## src/rtl/exu_div_ctrl.sv

```systemverilog
// Iterative RV32M divide sequencer: 32-step radix-2 restoring division for DIV/DIVU/REM/REMU.
// Holds the pipeline via stallreq_o and delivers one result beat with its destination register.
module exu_div_ctrl #(
    parameter int unsigned DATA_WIDTH = 32,
    parameter int unsigned CNT_WIDTH  = 5
) (
    input  logic                  clk,
    input  logic                  rst_n,
    input  logic                  start_i,
    input  logic                  flush_i,
    input  logic [1:0]            op_i,
    input  logic [DATA_WIDTH-1:0] dividend_i,
    input  logic [DATA_WIDTH-1:0] divisor_i,
    input  logic [4:0]            rd_addr_i,
    output logic [DATA_WIDTH-1:0] result_o,
    output logic                  ready_o,
    output logic [4:0]            rd_addr_o,
    output logic                  busy_o,
    output logic                  stallreq_o
);

    typedef enum logic [1:0] {StIdle, StCalc, StDone} state_e;

    localparam logic [DATA_WIDTH-1:0] MinNeg   = {1'b1, {(DATA_WIDTH-1){1'b0}}};
    localparam logic [CNT_WIDTH-1:0]  LastStep = CNT_WIDTH'(DATA_WIDTH - 1);

    state_e                    state_q, state_d;
    logic [CNT_WIDTH-1:0]      cnt_q, cnt_d;
    logic [2*DATA_WIDTH-1:0]   rq_q, rq_d;
    logic [DATA_WIDTH-1:0]     divisor_q, divisor_d;
    logic                      rem_sel_q, rem_sel_d;
    logic                      quo_neg_q, quo_neg_d;
    logic                      rem_neg_q, rem_neg_d;
    logic [4:0]                rd_q, rd_d;
    logic [DATA_WIDTH-1:0]     result_q, result_d;
    logic [4:0]                rd_out_q, rd_out_d;

    logic                      is_signed;
    logic [DATA_WIDTH-1:0]     abs_dividend, abs_divisor;
    logic [DATA_WIDTH:0]       step_diff;
    logic [2*DATA_WIDTH-1:0]   step_rq;
    logic [DATA_WIDTH-1:0]     fin_quo, fin_rem;

    assign is_signed    = ~op_i[0];
    assign abs_dividend = (is_signed && dividend_i[DATA_WIDTH-1]) ? -dividend_i : dividend_i;
    assign abs_divisor  = (is_signed && divisor_i[DATA_WIDTH-1])  ? -divisor_i  : divisor_i;

    // Partial remainder needs 33 bits after the shift when the divisor exceeds 2^31.
    assign step_diff = rq_q[2*DATA_WIDTH-1:DATA_WIDTH-1] - {1'b0, divisor_q};
    assign step_rq   = step_diff[DATA_WIDTH]
                     ? {rq_q[2*DATA_WIDTH-2:DATA_WIDTH-1], rq_q[DATA_WIDTH-2:0], 1'b0}
                     : {step_diff[DATA_WIDTH-1:0], rq_q[DATA_WIDTH-2:0], 1'b1};
    assign fin_quo   = quo_neg_q ? -step_rq[DATA_WIDTH-1:0] : step_rq[DATA_WIDTH-1:0];
    assign fin_rem   = rem_neg_q ? -step_rq[2*DATA_WIDTH-1:DATA_WIDTH]
                                 : step_rq[2*DATA_WIDTH-1:DATA_WIDTH];

    always_ff @(posedge clk or negedge rst_n) begin
        if (!rst_n) begin
            state_q   <= StIdle;
            cnt_q     <= '0;
            rq_q      <= '0;
            divisor_q <= '0;
            rem_sel_q <= 1'b0;
            quo_neg_q <= 1'b0;
            rem_neg_q <= 1'b0;
            rd_q      <= '0;
            result_q  <= '0;
            rd_out_q  <= '0;
        end else begin
            state_q   <= state_d;
            cnt_q     <= cnt_d;
            rq_q      <= rq_d;
            divisor_q <= divisor_d;
            rem_sel_q <= rem_sel_d;
            quo_neg_q <= quo_neg_d;
            rem_neg_q <= rem_neg_d;
            rd_q      <= rd_d;
            result_q  <= result_d;
            rd_out_q  <= rd_out_d;
        end
    end

    always_comb begin
        state_d   = state_q;
        cnt_d     = cnt_q;
        rq_d      = rq_q;
        divisor_d = divisor_q;
        rem_sel_d = rem_sel_q;
        quo_neg_d = quo_neg_q;
        rem_neg_d = rem_neg_q;
        rd_d      = rd_q;
        result_d  = result_q;
        rd_out_d  = rd_out_q;

        unique case (state_q)
            StIdle: begin
                if (start_i) begin
                    rem_sel_d = op_i[1];
                    rd_d      = rd_addr_i;
                    if (divisor_i == '0) begin
                        result_d = op_i[1] ? dividend_i : '1;
                        rd_out_d = rd_addr_i;
                        state_d  = StDone;
                    end else if (is_signed && dividend_i == MinNeg && divisor_i == '1) begin
                        result_d = op_i[1] ? '0 : MinNeg;
                        rd_out_d = rd_addr_i;
                        state_d  = StDone;
                    end else begin
                        rq_d      = {{DATA_WIDTH{1'b0}}, abs_dividend};
                        divisor_d = abs_divisor;
                        quo_neg_d = is_signed &
                                    (dividend_i[DATA_WIDTH-1] ^ divisor_i[DATA_WIDTH-1]);
                        rem_neg_d = is_signed & dividend_i[DATA_WIDTH-1];
                        cnt_d     = '0;
                        state_d   = StCalc;
                    end
                end
            end
            StCalc: begin
                rq_d  = step_rq;
                cnt_d = cnt_q + 1'b1;
                if (cnt_q == LastStep) begin
                    result_d = rem_sel_q ? fin_rem : fin_quo;
                    rd_out_d = rd_q;
                    cnt_d    = '0;
                    state_d  = StDone;
                end
            end
            StDone: state_d = StIdle;
            default: state_d = StIdle;
        endcase

        // Flush wins over everything, including a same-cycle start and result capture.
        if (flush_i) begin
            state_d  = StIdle;
            cnt_d    = '0;
            result_d = result_q;
            rd_out_d = rd_out_q;
        end
    end

    assign result_o   = result_q;
    assign rd_addr_o  = rd_out_q;
    assign ready_o    = (state_q == StDone) & ~flush_i;
    assign busy_o     = (state_q == StCalc) | (state_q == StDone);
    assign stallreq_o = rst_n & ~flush_i &
                        (((state_q == StIdle) & start_i) | (state_q == StCalc));

endmodule
```

## config.mk

```make
export PLATFORM = sky130hd
export DESIGN_NAME = exu_div_ctrl
export DESIGN_NICKNAME = d
export VERILOG_FILES = /design/src/rtl/exu_div_ctrl.sv
export SDC_FILE = /design/constraint.sdc
export NUM_CORES = 1
export LEC_CHECK = 0
export CAP_MARGIN = 30
export CORE_UTILIZATION = 59
export DETAILED_ROUTE_END_ITERATION = 8
export GPL_TIMING_DRIVEN = 0
export PLACE_DENSITY_LB_ADDON = 0.25
export SLEW_MARGIN = 20
export SYNTH_ARGS = -nofsm -noshare
export SYNTH_HDL_FRONTEND = slang
export SYNTH_SLANG_ARGS = --single-unit
```

## constraint.sdc

```tcl
create_clock -name clk -period 7 [get_ports clk]
set_clock_uncertainty 0.15 [all_clocks]
set_input_delay 0.7 -clock clk [delete_from_list [all_inputs] [get_ports clk]]
set_output_delay 0.7 -clock clk [all_outputs]
set_load 0.1 [all_outputs]
```

==> results.md, run 1 <==
- Leakage: 5.83 nW
- Fin area: 14400 sq um
- Worst-Margin Slew: 1000 ps
- CP Max Fanout: 15
- Top-Level Pins: 115
- CORE AREA: 20300 sq um
- Seq cells post-synth: 148
- Core Util, Final: 0.711
- Reg2Reg Setup Slack: 230 ps
- Post-route clock period utilization: 0.967
- Synth area leaders: dfrtp_1 30%, o21ai_0 7.6%, nand2_1 6.2%
- Syn nets: 1710
- Num CTS Buffers: 17
- Maximum vdd drop: 196 uV
- Via count: 13.5k
- Status: finished clean
- Class of the worst hold path: input port to asynchronous set/reset pin
- Pin count of the biggest net entering global routing: 82
- Max-Cap Viols: 0
- Initial core utilization: 0.603
- Rel. slew slack: 0.331
- Sequential share of the synthesized area: 0.302
- Dpl ws: -518 ps
- WL per Instance: 21.7 um
- # hold bufs at CTS: 0
- Area Overhead vs Synth: 17.8%
- Post-synthesis cell type count: 78
- Net count, final: 1845
- CP top delay family: simple AND/OR/NAND/NOR gates
- CTS tree: yes
- Vias per cell: 6.71
- Core Rows: 52
- Antenna Nets Post-Route: 0
- Post-synth EDFFs: 0
- Vias in the first global route: 12.4k
- Most frequent cells in the layout: 203 x nand2_1, 187 x o21ai_0, 148 x dfrtp_1
- Most common cell after layout, fill and taps aside: nand2_1
- Synth area leader: dfrtp_1
- Routability Congestion: 1.05
- CTS sink cnt: 148
- GRT Residual Overflow: 0
- Worst Setup Start Kind: flip-flop
- R2r worst-path depth: 25
- Crit path top cell by count: inv_1
- H-tree levels: 4
- Syn Inst Count: 1592
- CP Buf/Inv Count: 6
- RSZ-0062 raised after global routing: no
- Critical path origin: rq_q[31]$_DFFE_PN0P_
- # setup viols final: 0
- Setup WS post-layout: 231 ps
- Reg clk slew, reported paths: 70 ps
- Layout cells sized above 1: 0.0466
- Crit. path cell count: 25
- Power per Cell Area: 295 nW/um^2
- Top_reg_cell synth: dfrtp_1
- DRC: 0
- CTS Buffer Depth: 2
- Die height: 146 um
- Initial antenna violation count: 3
- Placed Instance Area: 13800 sq um
- Root Driver: clkbuf_16
- Worst setup EP type: flip-flop
- Dpl hpwl: 33900 um
- Post-layout min period: 6770 ps
- Wirelength, routed: 43700 um
- Crit-path max cell delay: 570 ps
- Area of the mapped netlist: 12200 sq um
- First-pass DRT Iterations: 8
- Setup TNS: 0 ps
- Die X: 146 um
- Final Max Slew Viols: 0
- Critical Path RT: 7180 ps
- Clk_lat worst skew: 440 ps
- Top cell type's share of synthesized area: 0.302
- Worst EP arrival: 6950 ps
- Synth Warn #: 0
- Final hold violations: 0
- Asr flop ratio synth: 1.00
- Worst setup path end: result_o[26]$_DFFE_PN0P_
- Reg2Reg Launch Point: rq_q[31]$_DFFE_PN0P_
- First-pass GRT wire length: 68200 um
- WS Path Type: flip-flop to flip-flop
- IO Port Bufs: 113
- Avg Synthesized Cell Area: 7.69 sq um
- Die area: 21300 sq um
- Critical-path top delay cell: or4b_1
- Total power: 0.00426 W
- Peak Freq: 0.148 GHz
- Capture point of the worst reg-to-reg path: result_o[26]$_DFFE_PN0P_
- DRT iter0 DRCs: 1856
- GRT Overall Usage: 0.410
## how the worst min path moves through the flow
stage	from	to	slack (ps)
finish	rst_n	rq_q[57]$_DFFE_PN0P_	50
global route	rst_n	rq_q[57]$_DFFE_PN0P_	110
CTS	rst_n	rq_q[57]$_DFFE_PN0P_	80
detailed placement	result_o[6]$_DFFE_PN0P_	result_o[6]$_DFFE_PN0P_	310
global placement	result_o[6]$_DFFE_PN0P_	result_o[6]$_DFFE_PN0P_	300
floorplan	rst_n	cnt_q[0]$_DFFE_PN0P_	250
## where the power goes
group	switching (W)	internal [W]
clock network	0.000453	0.000550
logic	0.00143	0.000608
registers	0.000181	0.00104
## per-stage QoR
stage / hold WS [ps] / instances
CTS: 78.8 / 2010
global placement: 304 / 1975
floorplan: 254 / 1592
finish: 46.4 / 2011
detailed placement: 314 / 1979
global route: 111 / 2010
## Yosys cell counts (all sizes together), types with 9 or more instances
cell,instances
a21oi,141
or3,23
clkbuf,69
nor2,123
xor2,53
mux2i,31
and3,11
a211oi,18
or4,20
o21ai,193
a31oi,21
mux2,11
o31ai,33
buf,19
nand2,203
nor4,21
a22o,9
ha,42
nand4,20
nand2b,12
nor3,48
and2,12
o41ai,13
nand3,30
dfrtp,148
inv,58
a21o,15
xnor2,67
o211ai,18
## cells by family (layout without fill, tap and decap cells)
logic type	Yosys count	after routing	share of synthesized area
AOI/OAI and AO/OA	535	535	0.269
xor gates and xnor gates	120	120	0.0858
adders and majority gates	43	43	0.0445
buffers and inverters	147	295	0.0460
DFF	148	148	0.302
muxes	42	42	0.0354
other	0	1	0
and+or+nand+nor	557	557	0.217
## timing repair
action	4_1_cts	5_1_grt
gates cloned	0	0
gates resized for setup	2	6
hold endpoints to repair	0	0
buffers inserted	0	0
setup endpoints to repair	7	6
## sequential cells by signal, indices dropped and copies added (netlist names)
signal	cells
cnt_q	5
divisor_q	32
quo_neg_q	1
rd_addr_o	5
rd_q	5
rem_neg_q	1
rem_sel_q	1
result_o	32
rq_q	64
state_q	2
## per-layer routing
layer,vias to the layer above,routed length [um],share of wire,track usage
li1,6088,-,-,-
met1,6387,17900,0.41,0.579
met2,864,18900,0.43,0.615
met3,147,5390,0.12,0.0969
met4,2,1470,0.034,0.147
met5,-,12,0.00027,0
## area by class of cell
| type | instances | area, sq um |
|---|---|---|
| inverters | 59 | 221 |
| fillers | 1742 | 5870 |
| clock buffers | 17 | 425 |
| diodes | 1 | 2.50 |
| flip-flops and latches | 148 | 3700 |
| multi-input cells | 1297 | 8000 |
| well taps | 270 | 338 |
| repair buffers | 117 | 1180 |
| clock inverters | 15 | 211 |
| plain buffers | 87 | 345 |
Power figures use the tool's default switching activity.
==> inputs of run 2 (changes only) <==
--- a/config.mk
+++ b/config.mk
@@ -5,8 +5,9 @@
 export SDC_FILE = /design/constraint.sdc
 export NUM_CORES = 1
 export LEC_CHECK = 0
+export ABC_AREA = 1
 export CAP_MARGIN = 30
-export CORE_UTILIZATION = 59
+export CORE_UTILIZATION = 55
 export DETAILED_ROUTE_END_ITERATION = 8
 export GPL_TIMING_DRIVEN = 0
 export PLACE_DENSITY_LB_ADDON = 0.25
==> constraint.sdc (replaced) <==
create_clock -name clk -period 6.7 [get_ports clk]
set_clock_uncertainty 0.15 [all_clocks]
set_input_delay 0.67 -clock clk [delete_from_list [all_inputs] [get_ports clk]]
set_output_delay 0.67 -clock clk [all_outputs]
set_load 0.1 [all_outputs]
==> results.md, run 2 <==
- Ant diodes: 0 (-1)
- Post-synth EDFFs: 0 (unchanged)
- Die X: 156 um (+6.9%)
- Top-count cell post-synth: nand2_1
- Top_reg_cell synth: dfrtp_1
- Area of the mapped netlist: 13100 sq um (+6.6%)
- Peak Freq: 0.196 GHz (+32%)
- Num CTS Buffers: 17 (unchanged)
- Worst EP arrival: 5270 ps (-1680 ps)
- Leakage: 7.70 nW (+32%)
- IO Port Bufs: 114 (+0.88%)
- Worst setup EP type: flip-flop
- Cell Int Power: 0.00274 W (+25%)
- Cts repair resizes: 0 (-2)
- Layout cells sized above 1: 0.0544 (+0.00782)
- WL per Instance: 18.0 um (-17%)
- CP Max Fanout: 10 (-5)
- Crit-path max cell delay: 450 ps (-120 ps)
- Status: finished clean
- Net count, final: 2349 (+27%)
- Die area: 24400 sq um (+14%)
- FILL cells: 2284 (+31%)
- Initial antenna violation count: 0 (-3)
- Worst Setup Start Kind: flip-flop
- Core Rows: 56 (+7.7%)
- Logic pwr share: 0.602 (+0.125)
- First-pass DRT Iterations: 7 (-1)
- Most common cell after layout, fill and taps aside: nand2_1
- Synth area leader: dfrtp_1
- Final Max Slew Viols: 0 (unchanged)
- Total power: 0.00611 W (+43%)
- Maximum vdd drop: 422 uV (+120%)
- CTS tree: yes
- Synth area leaders: dfrtp_1 28%, nand2_1 18%, inv_1 8.2%
- Net Sw Power: 0.00337 W (+63%)
- Largest register by flop count: rq_q
- Wirelength, routed: 46100 um (+5.5%)
- Rel. slew slack: 0.314 (-0.0175)
- WS Path Type: flip-flop to flip-flop
- Clk_lat worst skew: 430 ps (about the same)
- # hold bufs at CTS: 0 (unchanged)
- Power per Cell Area: 400 nW/um^2 (+36%)
- Final cell count without fillers: 2563 (+27%)
- Post-synthesis cell type count: 50 (-36%)
- Die height: 156 um (+6.9%)
- Critical-path top delay cell: dfrtp_1
- Avg Synthesized Cell Area: 6.23 sq um (-19%)
- Top cell type's share of synthesized area: 0.283 (-0.0189)
- Seq pwr share: 0.231 (-0.056)
- Post-route clock period utilization: 0.763 (-0.204)
- Max reg flops: 64 (unchanged)
- CP top delay family: simple AND/OR/NAND/NOR gates
- Routability Congestion: 0.978 (-7.0%)
- Dpl hpwl: 37300 um (+9.8%)
- Post-layout min period: 5110 ps (-1660 ps)
- Reg clk slew, reported paths: 70 ps (about the same)
- RSZ-0062 raised after global routing: no
- Max-Cap Viols: 0 (unchanged)
- First-pass GRT wire length: 71000 um (+4.2%)
- H-tree levels: 4 (unchanged)
- GRT Residual Overflow: 0 (unchanged)
- Vias in the first global route: 13.4k (+8.2%)
- Class of the worst hold path: input port to asynchronous set/reset pin
- DRT iter0 DRCs: 1619 (-13%)
- Initial core utilization: 0.558 (-0.0452)
- Syn nets: 2215 (+30%)
- Most frequent cells in the layout: 634 x nand2_1, 284 x inv_1, 200 x o21ai_0
- Root Driver: clkbuf_16
- Top-Level Pins: 115 (unchanged)
- CORE AREA: 23400 sq um (+15%)
- Crit path top cell by count: nand2_1
- CTS sink cnt: 148 (unchanged)
- Switching share of power: 0.551 (+0.0676)
- Post-CTS setup buffers: 0 (unchanged)
- # setup viols final: 0 (unchanged)
- Area Overhead vs Synth: 16.7%
- DRC: 0 (unchanged)
- Critical Path RT: 6860 ps (-320 ps)
- Top post-synthesis cells by count: 634 x nand2_1, 284 x inv_1, 200 x o21ai_0, 186 x nor2_1, 148 x dfrtp_1
- Asr flop ratio synth: 1.00 (unchanged)
- Vias per cell: 5.77 (-14%)
- Pin count of the biggest net entering global routing: 88 (+7.3%)
- Worst-Margin Slew: 1030 ps (+26.1 ps)
- Final hold violations: 0 (unchanged)
- Antenna Nets Post-Route: 0 (unchanged)
- Via count: 14.8k (+9.6%)
- CTS Buffer Depth: 2 (unchanged)
- Syn Inst Count: 2097 (+32%)
- Sequential share of the synthesized area: 0.283 (-0.0189)
- Setup TNS: 0 ps (unchanged)
- Placed Cells: 2531 (+28%)
- Clk pwr share: 0.167 (-0.068)
- GRT Overall Usage: 0.382 (-0.0281)
- CP Buf/Inv Count: 3 (-3)
- Seq cells post-synth: 148 (unchanged)
- Synth Warn #: 0 (unchanged)
[run 2: changes by cell type after synthesis, moves of 23 or more]
| cell | delta |
|---|---|
| nand2_1 | +431 |
| o31ai_1 | -32 |
| xnor2_1 | -46 |
| nand2_2 | +25 |
| inv_1 | +227 |
| or3_1 | -23 |
| a21oi_1 | -42 |
| mux2i_1 | -31 |
| nand3_1 | +108 |
| nor2_1 | +64 |
[run 2: metrics by stage]
step	hold slack (ps)	setup slack, ps	utilization	area (sq um)
detailed placement	315	1730	0.625	14600
finish	7.71	1590	0.652	15200
CTS	32.3	1700	0.652	15200
floorplan	224	2640	-	13100
global placement	313	-1960	0.624	14600
global route	48.2	1290	0.652	15200
[run 2: routing by layer]
metal	GRT usage	wire, um	up-vias
li1	-	-	7019
met1	0.534	19700	6798
met2	0.598	20200	845
met3	0.0781	5060	114
met4	0.0999	1120	2
met5	0.0228	76	-
[run 2: logic make-up after synthesis]
group	Yosys count	share of synthesized area
AO/OA/AOI/OAI	373	0.156
XOR/XNOR	71	0.0476
adder cells (fa/ha/maj)	43	0.0418
buffers and inverters	364	0.108
flip-flops	148	0.283
multiplexers	5	0.00431
AND/OR/NAND/NOR	1093	0.359
[run 2: path summary, 6_finish.rpt]
check / cells after the start / end / startpoint / slack [ps]
setup / recovery: 29 / result_o[24]$_DFFE_PN0P_ / rq_q[31]$_DFFE_PN0P_ / 1590
hold / removal: 1 / rq_q[51]$_DFFE_PN0P_ / rst_n / 8
setup reg to reg: 29 / result_o[24]$_DFFE_PN0P_ / rq_q[31]$_DFFE_PN0P_ / 1590
hold reg to reg: 2 / result_o[26]$_DFFE_PN0P_ / result_o[26]$_DFFE_PN0P_ / 330
max in group asynchronous: 2 / rq_q[2]$_DFFE_PN0P_ / rst_n / 5580
min in group clk: 2 / result_o[26]$_DFFE_PN0P_ / result_o[26]$_DFFE_PN0P_ / 330
[run 2: area by class of cell]
type / instances / area (sq um) / area share
buffer: 70 / 304 / 0.0199
clock buffer: 18 / 429 / 0.0281
clock inverter: 14 / 184 / 0.0121
inverter: 294 / 1100 / 0.0724
multi-input combinational: 1585 / 7950 / 0.521
sequential: 148 / 3700 / 0.243
tap: 319 / 399 / 0.0262
timing repair buffer: 115 / 1170 / 0.0770
[run 2: power by group through the flow]
stage	Clock [W]	Combinational, W	Sequential (W)
after floorplan	0	0.00198	0.00192
after global placement	0	0.00353	0.00140
after detailed placement	0	0.00358	0.00141
after CTS	0.00102	0.00360	0.00140
after global routing	0.00106	0.00397	0.00143
final	0.00102	0.00368	0.00141
